==> config.mk <==
export PLATFORM = sky130hd
export DESIGN_NAME = bram_arbiter
export DESIGN_NICKNAME = d
export VERILOG_FILES = /design/src/rtl/bram_arbiter.sv
export SDC_FILE = /design/constraint.sdc
export NUM_CORES = 1
export LEC_CHECK = 0
export ABC_AREA = 1
export CAP_MARGIN = 20
export CORE_AREA = 2 2 148 150
export CTS_CLUSTER_SIZE = 40
export DETAILED_ROUTE_END_ITERATION = 12
export DIE_AREA = 0 0 150 152
export PLACE_DENSITY = 0.68
export SLEW_MARGIN = 20
export SYNTH_ARGS = -nofsm -noshare
export SYNTH_HDL_FRONTEND = slang
export SYNTH_SLANG_ARGS = --single-unit
==> constraint.sdc <==
create_clock -name clk -period 2.8 [get_ports clk]
set_clock_uncertainty 0.05 [all_clocks]
set_input_delay 0.28 -clock clk [delete_from_list [all_inputs] [get_ports clk]]
set_output_delay 0.28 -clock clk [all_outputs]
set_load 0.02 [all_outputs]
==> src/rtl/bram_arbiter.sv <==
// Round-robin arbiter that shares one single-port BRAM between requesters A and B.
// Each access goes through IDLE -> ISSUE (-> READ_WAIT for reads) -> IDLE.
module bram_arbiter #(
  parameter int DATA_WIDTH = 60,
  parameter int ADDR_WIDTH = 4
) (
  input  logic                  clk,
  input  logic                  rst_n,
  input  logic                  a_req,
  input  logic                  a_we,
  input  logic [ADDR_WIDTH-1:0] a_addr,
  input  logic [DATA_WIDTH-1:0] a_din,
  input  logic                  b_req,
  input  logic                  b_we,
  input  logic [ADDR_WIDTH-1:0] b_addr,
  input  logic [DATA_WIDTH-1:0] b_din,
  output logic                  a_gnt,
  output logic                  b_gnt,
  output logic                  a_rvalid,
  output logic                  b_rvalid,
  output logic [DATA_WIDTH-1:0] a_rdata,
  output logic [DATA_WIDTH-1:0] b_rdata,
  output logic                  busy,
  output logic [ADDR_WIDTH-1:0] ram_addr,
  output logic [DATA_WIDTH-1:0] ram_din,
  output logic                  ram_we,
  input  logic [DATA_WIDTH-1:0] ram_dout
);

  typedef enum logic [1:0] {
    IDLE,
    ISSUE,
    READ_WAIT
  } state_t;

  state_t state;
  logic   owner;       // 0 = A, 1 = B
  logic   last_owner;  // 0 = A, 1 = B
  logic   win_b;

  // On a tie the requester that did not go last wins.
  always_comb begin
    win_b = b_req && (!a_req || !last_owner);
  end

  always_ff @(posedge clk or negedge rst_n) begin
    if (!rst_n) begin
      state      <= IDLE;
      owner      <= 1'b1;
      last_owner <= 1'b1;
      a_gnt      <= 1'b0;
      b_gnt      <= 1'b0;
      a_rvalid   <= 1'b0;
      b_rvalid   <= 1'b0;
      ram_we     <= 1'b0;
      ram_addr   <= '0;
      ram_din    <= '0;
    end else begin
      a_gnt    <= 1'b0;
      b_gnt    <= 1'b0;
      a_rvalid <= 1'b0;
      b_rvalid <= 1'b0;
      case (state)
        IDLE: begin
          if (a_req || b_req) begin
            owner      <= win_b;
            last_owner <= win_b;
            ram_addr   <= win_b ? b_addr : a_addr;
            ram_din    <= win_b ? b_din  : a_din;
            ram_we     <= win_b ? b_we   : a_we;
            a_gnt      <= !win_b;
            b_gnt      <= win_b;
            state      <= ISSUE;
          end
        end
        ISSUE: begin
          ram_we <= 1'b0;
          // ram_we still holds the owner's write flag during ISSUE.
          if (ram_we) begin
            state <= IDLE;
          end else begin
            a_rvalid <= !owner;
            b_rvalid <= owner;
            state    <= READ_WAIT;
          end
        end
        READ_WAIT: state <= IDLE;
        default:   state <= IDLE;
      endcase
    end
  end

  always_comb begin
    busy    = (state != IDLE);
    a_rdata = a_rvalid ? ram_dout : '0;
    b_rdata = b_rvalid ? ram_dout : '0;
  end

endmodule

* Word level (Yosys, flattened, before mapping) *
Index checks and enable logic that the tools add are counted.

operators by class
  eq/ne operators = 2
  muxes and demuxes = 18
  reductions and logical operators = 11

operator list
  cell                                                              count
  60-bit two-way mux                                                3
  1-bit two-way mux                                                 10
  2-bit two-way mux                                                 2
  4-bit two-way mux                                                 1
  2-bit case mux with 2 select lines                                1
  2-bit AND reduction                                               2
  2-bit nonzero test                                                2
  1-bit logical NOT                                                 3
  2-bit by 1-bit == test with 1-bit output (second input constant)  1
  2-bit logical NOT                                                 1
  1-bit logical OR                                                  2
  2-bit != test (second input constant)                             1
  1-bit case mux with 2 select lines                                1
  1-bit logical AND                                                 1

storage, ports and cells
  register bits = 72
  input port bits = 194
  output and inout bits = 190
  word-level logic and storage cells = 40

* Longest topological paths before layout *
Gate-level depths: netlist (run 1).

  depth after elaboration = 6
  depth in mapped cells = 8
  mapped depth without buffers = 6

* Worst setup path after synthesis (run 1) *
Ideal clock, no wire load.

  kind = flip-flop to output port
  start = reg a_rvalid
  end = out a_rdata[0]
  arrival time = 1.132 ns
  data required time = 2.470 ns
  slack = 1.338 ns
  cell stages (with the launch flop) = 5
  path buffers = 2
  cell sequence = dfrtp_1 -> clkbuf_1 -> clkbuf_1 -> nand2_1 -> inv_1

between the ends
  word-level cells in the longest chain between the ends = 1

ends and longest elaborated chain
  what                    line  text
  start, declared         19    output logic a_rvalid,
  start signal, assigned  82    a_rvalid <= !owner;
  60-bit two-way mux      95    a_rdata = a_rvalid ? ram_dout : '0;
  end, declared           21    output logic [DATA_WIDTH-1:0] a_rdata,

Every way passes these cells.

* Worst setup path after layout (run 1) *
  start = reg b_rvalid
  end = out b_rdata[19]

between the ends
  word-level cells in the longest chain between the ends = 1

ends and longest elaborated chain
  what                    line  text
  start, declared         20    output logic b_rvalid,
  start signal, assigned  83    b_rvalid <= owner;
  60-bit two-way mux      96    b_rdata = b_rvalid ? ram_dout : '0;
  end, declared           22    output logic [DATA_WIDTH-1:0] b_rdata,

Every way passes these cells.

==> impl_metrics.py, run 1 <==
metrics = {
    "synth": {
        "synth_top_cells_by_area": "dfrtp_1, nand2_1, inv_1, nand3_1, buf_2",
        "synthesis.nets": 963,
        "yosysUniqueCellTypes": 16,
        "synth_most_common_cell": "nand2_1",
        "synth_edf_count": 0,
        "synth_warnings": 0,
        "synthTopCellsByCount": "nand2_1, inv_1, dfrtp_1, nand3_1, buf_2",
        "synth.avg_cell_area_sq_um": 5.92,
        "synth_cells": 769,
        "synth_top_flop_cell": "dfrtp_1",
        "yosysSeqAreaShare_pct": 39.6,
        "syn_area_sq_um": 4550,
        "yosys.area.top_type": "dfrtp_1",
        "ys_seq_elements": 72,
        "yosys.area.top_type_share_pct": 39.0,
        "synthArstFlopShare_pct": 100,
    },
    "detailed_routing": {
        "drt_pass1_iterations": 6,
        "drt-initial-drc-count": 261,
        "vias": 5701,
        "drc_errors": 0,
        "routed-wl-met2_um": 10200,
        "wl_um": 19900,
        "vias_per_cell": 4.03,
        "detail_route.wl_per_cell_um": 14.0,
        "met3_length_um": 1680,
        "dr.max_layer_used": "met5",
        "met1_length_um": 7480,
        "ant_nets": 0,
    },
    "global_route": {
        "grt.overflow.total": 0,
        "grt_util_all_layers_pct": 17.2,
        "grt_pass1_wl_um": 30300,
        "antenna_found_initial": 8,
        "grt_pass1_vias": 5385,
        "grt_start_max_net_pins": 73,
    },
    "floorplan": {
        "die_w_um": 150,
        "pin_count": 384,
        "num_rows": 54,
        "start_util_pct": 21.3,
        "die_h_um": 152,
        "core_sq_um": 21400,
        "die-area_sq_um": 22800,
    },
    "sta": {
        "slew_headroom_pct": 39.4,
        "finalCriticalPeriod_ps": 2380,
        "tightest_slew_ps": 910,
        "finalHoldViolCount": 0,
        "fin_crit_sh_pct": 84.9,
        "finalSetupTns_ps": 0,
        "maxSlewViolCount": 0,
        "setup_viol": 0,
        "max_freq_mhz": 421,
        "rsz0062_at_grt": "no",
    },
    "critical_path": {
        "reg2reg_depth": 6,
        "endpoint_kind": "primary output",
        "r2r-end": "ram_din[48]",
        "crit_fanout": 61,
        "crit_required_ps": 2470,
        "r2r_slack_ps": 870,
        "worst_setup_path_start_kind": "flop",
        "reg2reg_from": "state[0]",
        "startpoint": "b_rvalid",
        "cp.arrival_ps": 2050,
        "crit_type": "reg2out",
    },
    "clock_tree": {
        "path_clk_slew_ps": 60,
        "cts_tree": "yes",
        "clockBufferDepth": 2,
        "clock-sinks": 72,
        "cts_buffers": 9,
        "clkLatencyLatePin_ps": 340,
        "cts_hold_repair.buffers": 0,
        "cts_resized": 0,
        "post-cts-setup-buffers": 0,
        "h-tree-depth": 3,
        "cts_root_buffer": "clkbuf_16",
    },
    "place": {
        "dp_cells": 1391,
        "io_buffers": 383,
        "hpwl_um": 15600,
        "gp_congestion": 0.844,
    },
    "final_layout": {
        "area_growth_pct": 96.4,
        "layout.nets": 1316,
        "drive_gt1_share_pct": 2.84,
        "final_cells": 1414,
    },
    "power": {
        "p_leak_uw": 0.00496,
        "vdd_ir_drop_max_uv": 793,
        "p_per_area_nw_per_um2": 883,
    },
    "run": {
        "cap_violations": 0,
    },
    "worst_hold_path": {
        "worstHoldPathType": "in2async",
    },
    "status": {
        "status": "completed",
    },
}
-- per-stage QoR --
stage	hold WS [ps]	power, uW	cell area (sq um)	setup slack [ps]	utilization, %
after floorplan	-65.6	4280	4550	1340	-
final	20.1	7900	8940	422	41.9
after detailed placement	414	6610	8580	548	40.2
after CTS	56.9	8000	8930	380	41.8
after global placement	412	6550	8580	556	40.2
after global routing	94.5	8460	8940	289	41.9
-- sequential cells by signal, summed over array words and instances (netlist names) --
| register | count |
|---|---|
| ram_addr | 4 |
| b_gnt | 1 |
| ram_we | 1 |
| a_gnt | 1 |
| ram_din | 60 |
| b_rvalid | 1 |
| a_rvalid | 1 |
| last_owner | 1 |
| state | 2 |
-- cells by family after synthesis --
group                  count (synthesis)  synth area share (%)
AND/OR/NAND/NOR                      521                  44.9
flip-flops                            72                  39.6
buffers and inverters                174                  15.2
AO/OA/AOI/OAI                          2                 0.275
-- layer usage --
layer,up-vias,track usage (%)
met1,2512,19.1
li1,2932,-
met2,228,29.7
met4,2,8.31
met5,-,0
met3,27,5.41
-- worst max-delay path by stage --
stage,end,cells after the start
after global placement,ram_din[0],6
final,b_rdata[19],4
after CTS,b_rdata[19],4
after detailed placement,ram_din[48],6
after global routing,a_rdata[39],4
after floorplan,a_rdata[0],4
-- report_power, final --
part	leakage [uW]	switching, uW	internal (uW)	total (uW)
registers	0.000895	266	1540	1810
logic	0.00390	2720	2030	4740
clock network	0.000170	452	895	1350
total	0.00496	3440	4460	7900
-- critical path, cell delays in order (launching register included) --
cell,delay [ps]
dfrtp_2,340
buf_4,470
nand2_1,120
inv_1,80
clkdlybuf4s50_1,630
-- layout by cell type, fill, tap and decap left out, types with 2 or more instances in the layout --
cell type and instances:
nor3_1 2, nand2_2 2, bufinv_16 3, diode_2 7, clkdlybuf4s50_1 381, clkbuf_16 9, dfrtp_1 69, clkinv_2 2
nand2_1 447, nor2_1 3, inv_1 124, dfrtp_2 2, buf_4 9, nand3_1 65
-- final cells by class --
cell class / count / area, sq um
Sequential cell: 72 / 1810
Inverter: 125 / 470
Clock inverter: 5 / 104
Clock buffer: 11 / 243
Timing Repair Buffer: 391 / 3890
Fill cell: 2234 / 12400
Multi-Input combinational cell: 523 / 2070
Tap cell: 280 / 350
Antenna cell: 7 / 17.5
(Power assumes the default switching activity.)
==> inputs of run 2 (changes only) <==
==> constraint.sdc (replaced) <==
create_clock -name clk -period 2.3 [get_ports clk]
set_clock_uncertainty 0.05 [all_clocks]
set_input_delay 0.23 -clock clk [delete_from_list [all_inputs] [get_ports clk]]
set_output_delay 0.23 -clock clk [all_outputs]
set_load 0.02 [all_outputs]
==> run 2 against run 1 <==
  * Global-route usage fell by 0.20 points
  * Worst setup slack got worse by 180 ps
  * Power rose by 20%
  * Clock-buffer cell count fell by 1
  * First-iteration DRC count fell by 19%
  * Sequential power rose by 22%
  * Final cell count rose by 0.42%
  * Combinational power rose by 24%
  * Flip-flop and latch count did not move
  * Core utilization rose by 0.26 points
  * Critical path type unchanged
==> impl_metrics.py, run 2 (synthesized netlist as in run 1, its figures left out) <==
metrics = {
    "critical_path": {
        "r2r_slack_ps": 650,
        "crit_fanout": 61,
        "max_stage_delay_ps": 610,
        "cp.buffers_inverters": 3,
        "crit_family": "buffers and inverters",
        "endpoint_kind": "primary output",
        "reg2reg_from": "state[0]",
        "crit_required_ps": 2020,
        "crit_path_top_delay_cell": "clkdlybuf4s50_1",
        "r2r-end": "ram_din[8]",
        "cp_num_cells": 4,
        "worst_setup_path_start_kind": "flop",
        "crit_type": "reg2out",
        "crit_chain": "buf_12 > nand2_1 > inv_1 > clkdlybuf4s50_1",
        "reg2reg_depth": 7,
        "cp.arrival_ps": 1780,
    },
    "final_layout": {
        "mostFrequentLayoutCell": "nand2_1",
        "drive_gt1_share_pct": 3.35,
        "largest_reg_flops": 60,
        "top_register": "ram_din",
        "design_area_sq_um": 9000,
        "final_cell_mix": "nand2_1, clkdlybuf4s50_1, inv_1",
        "layout.nets": 1322,
        "largestRegisters": "ram_din x60, ram_addr x4, state x2",
        "area_growth_pct": 97.6,
    },
    "detailed_routing": {
        "drc_errors": 0,
        "detail_route.wl_per_cell_um": 14.1,
        "ant_nets": 0,
        "vias_per_cell": 4.08,
        "vias": 5790,
        "drt-initial-drc-count": 212,
        "drt_pass1_iterations": 4,
        "wl_um": 20000,
    },
    "floorplan": {
        "start_util_pct": 21.3,
        "num_rows": 54,
        "core_sq_um": 21400,
        "pin_count": 384,
        "die_w_um": 150,
        "die_h_um": 152,
        "die-area_sq_um": 22800,
    },
    "worst_hold_path": {
        "hold_end": "ram_we",
        "worstHoldPathType": "in2reg",
        "min_path_cells": 6,
        "min-delay-start": "b_req",
    },
    "sta": {
        "maxSlewViolCount": 0,
        "tightest_slew_ps": 698,
        "fin_crit_sh_pct": 89.4,
        "setup_viol": 0,
        "finalCriticalPeriod_ps": 2060,
        "rsz0062_at_grt": "no",
        "slew_headroom_pct": 53.5,
        "finalHoldViolCount": 0,
        "max_freq_mhz": 487,
        "finalSetupTns_ps": 0,
    },
    "clock_tree": {
        "post-cts-setup-buffers": 0,
        "cts_buffers": 9,
        "clock-sinks": 72,
        "path_clk_slew_ps": 50,
        "h-tree-depth": 3,
        "cts_tree": "yes",
        "cts_root_buffer": "clkbuf_16",
        "clkLatencyLatePin_ps": 330,
        "clockBufferDepth": 2,
    },
    "global_route": {
        "grt_pass1_vias": 5501,
        "grt_pass1_wl_um": 30100,
        "grt.overflow.total": 0,
        "grt_start_max_net_pins": 66,
        "grt_util_all_layers_pct": 17.0,
        "antenna_found_initial": 7,
    },
    "power": {
        "p_leak_uw": 0.00497,
        "clkPwrFrac_pct": 15.0,
        "vdd_ir_drop_max_uv": 1070,
        "p_seq_share_pct": 23.3,
        "pwr-share-comb_pct": 61.8,
        "p_int_uw": 5280,
        "power.switching_uw": 4210,
        "p_per_area_nw_per_um2": 1050,
        "switching_share_pct": 44.4,
    },
    "place": {
        "io_buffers": 383,
        "hpwl_um": 15900,
        "gp_congestion": 0.847,
        "placed_area_sq_um": 8670,
    },
    "status": {
        "status": "completed",
    },
    "run": {
        "cap_violations": 0,
    },
}
[run 2: cell count changes in the layout (fill, tap and decap cells not counted), sizes merged]
| cell | previous run | this run |
|---|---|---|
| clkinv | 3 | 1 |
| bufinv | 3 | 1 |
| buf | 10 | 15 |
| dlygate4sd3 | 0 | 1 |
| clkinvlp | 0 | 3 |
| clkbuf | 11 | 10 |
| inv | 124 | 126 |
[run 2: how the worst max path moves through the flow]
| stage | startpoint | to | slack, ps |
|---|---|---|---|
| after floorplan | a_rvalid | a_rdata[0] | 890 |
| after global placement | a_req | ram_addr[2] | 370 |
| after detailed placement | a_req | ram_din[8] | 290 |
| after CTS | b_rvalid | b_rdata[7] | 220 |
| after global routing | b_rvalid | b_rdata[7] | 140 |
| final | b_rvalid | b_rdata[7] | 240 |
[run 2: area by class of cell]
cell class / count / area (sq um)
fill: 2240 / 12400
timing repair buffer: 397 / 3980
multi-input combinational: 523 / 2070
sequential: 72 / 1810
inverter: 125 / 469
tap: 280 / 350
clock buffer: 10 / 239
clock inverter: 6 / 66.3
antenna: 7 / 17.5
[run 2: worst reg2reg max path: stages (launching register included)]
cell and delay, ps:
dfrtp_1 340, inv_1 70, nand2_1 190, nor2_4 60, inv_2 50, buf_4 550, nand2_1 180, nand2_1 100
[run 2: power by group through the flow]
stage	combinational [uW]	sequential [uW]	clock, uW
global placement	5870	2210	0
detailed placement	5920	2210	0
CTS	5940	2210	1470
floorplan	2330	2880	0
finish	5860	2210	1420
global route	6350	2280	1530
[run 2: metal layers]
layer	up-vias	part of all wire (%)	track usage [%]
li1	2951	-	-
met1	2560	38	18.5
met2	239	50	29.9
met3	38	7.6	4.65
met4	2	4.1	9.07
met5	-	0.065	0
[run 2: metrics by stage]
stage | hold WS (ps) | utilization (%) | total power [uW] | worst slack (ps) | instances
floorplan | -116 | - | 5210 | 888 | 769
global placement | 244 | 40.6 | 8070 | 370 | 1396
detailed placement | 246 | 40.6 | 8140 | 293 | 1396
CTS | 295 | 42.1 | 9620 | 219 | 1413
global route | 348 | 42.1 | 10200 | 143 | 1419
finish | 314 | 42.2 | 9490 | 245 | 1420
[run 2: what timing repair did]
action | CTS | global route
resized for setup | 0 | 0
hold buffers | 1 | 0
hold endpoints to repair | 42 | 0
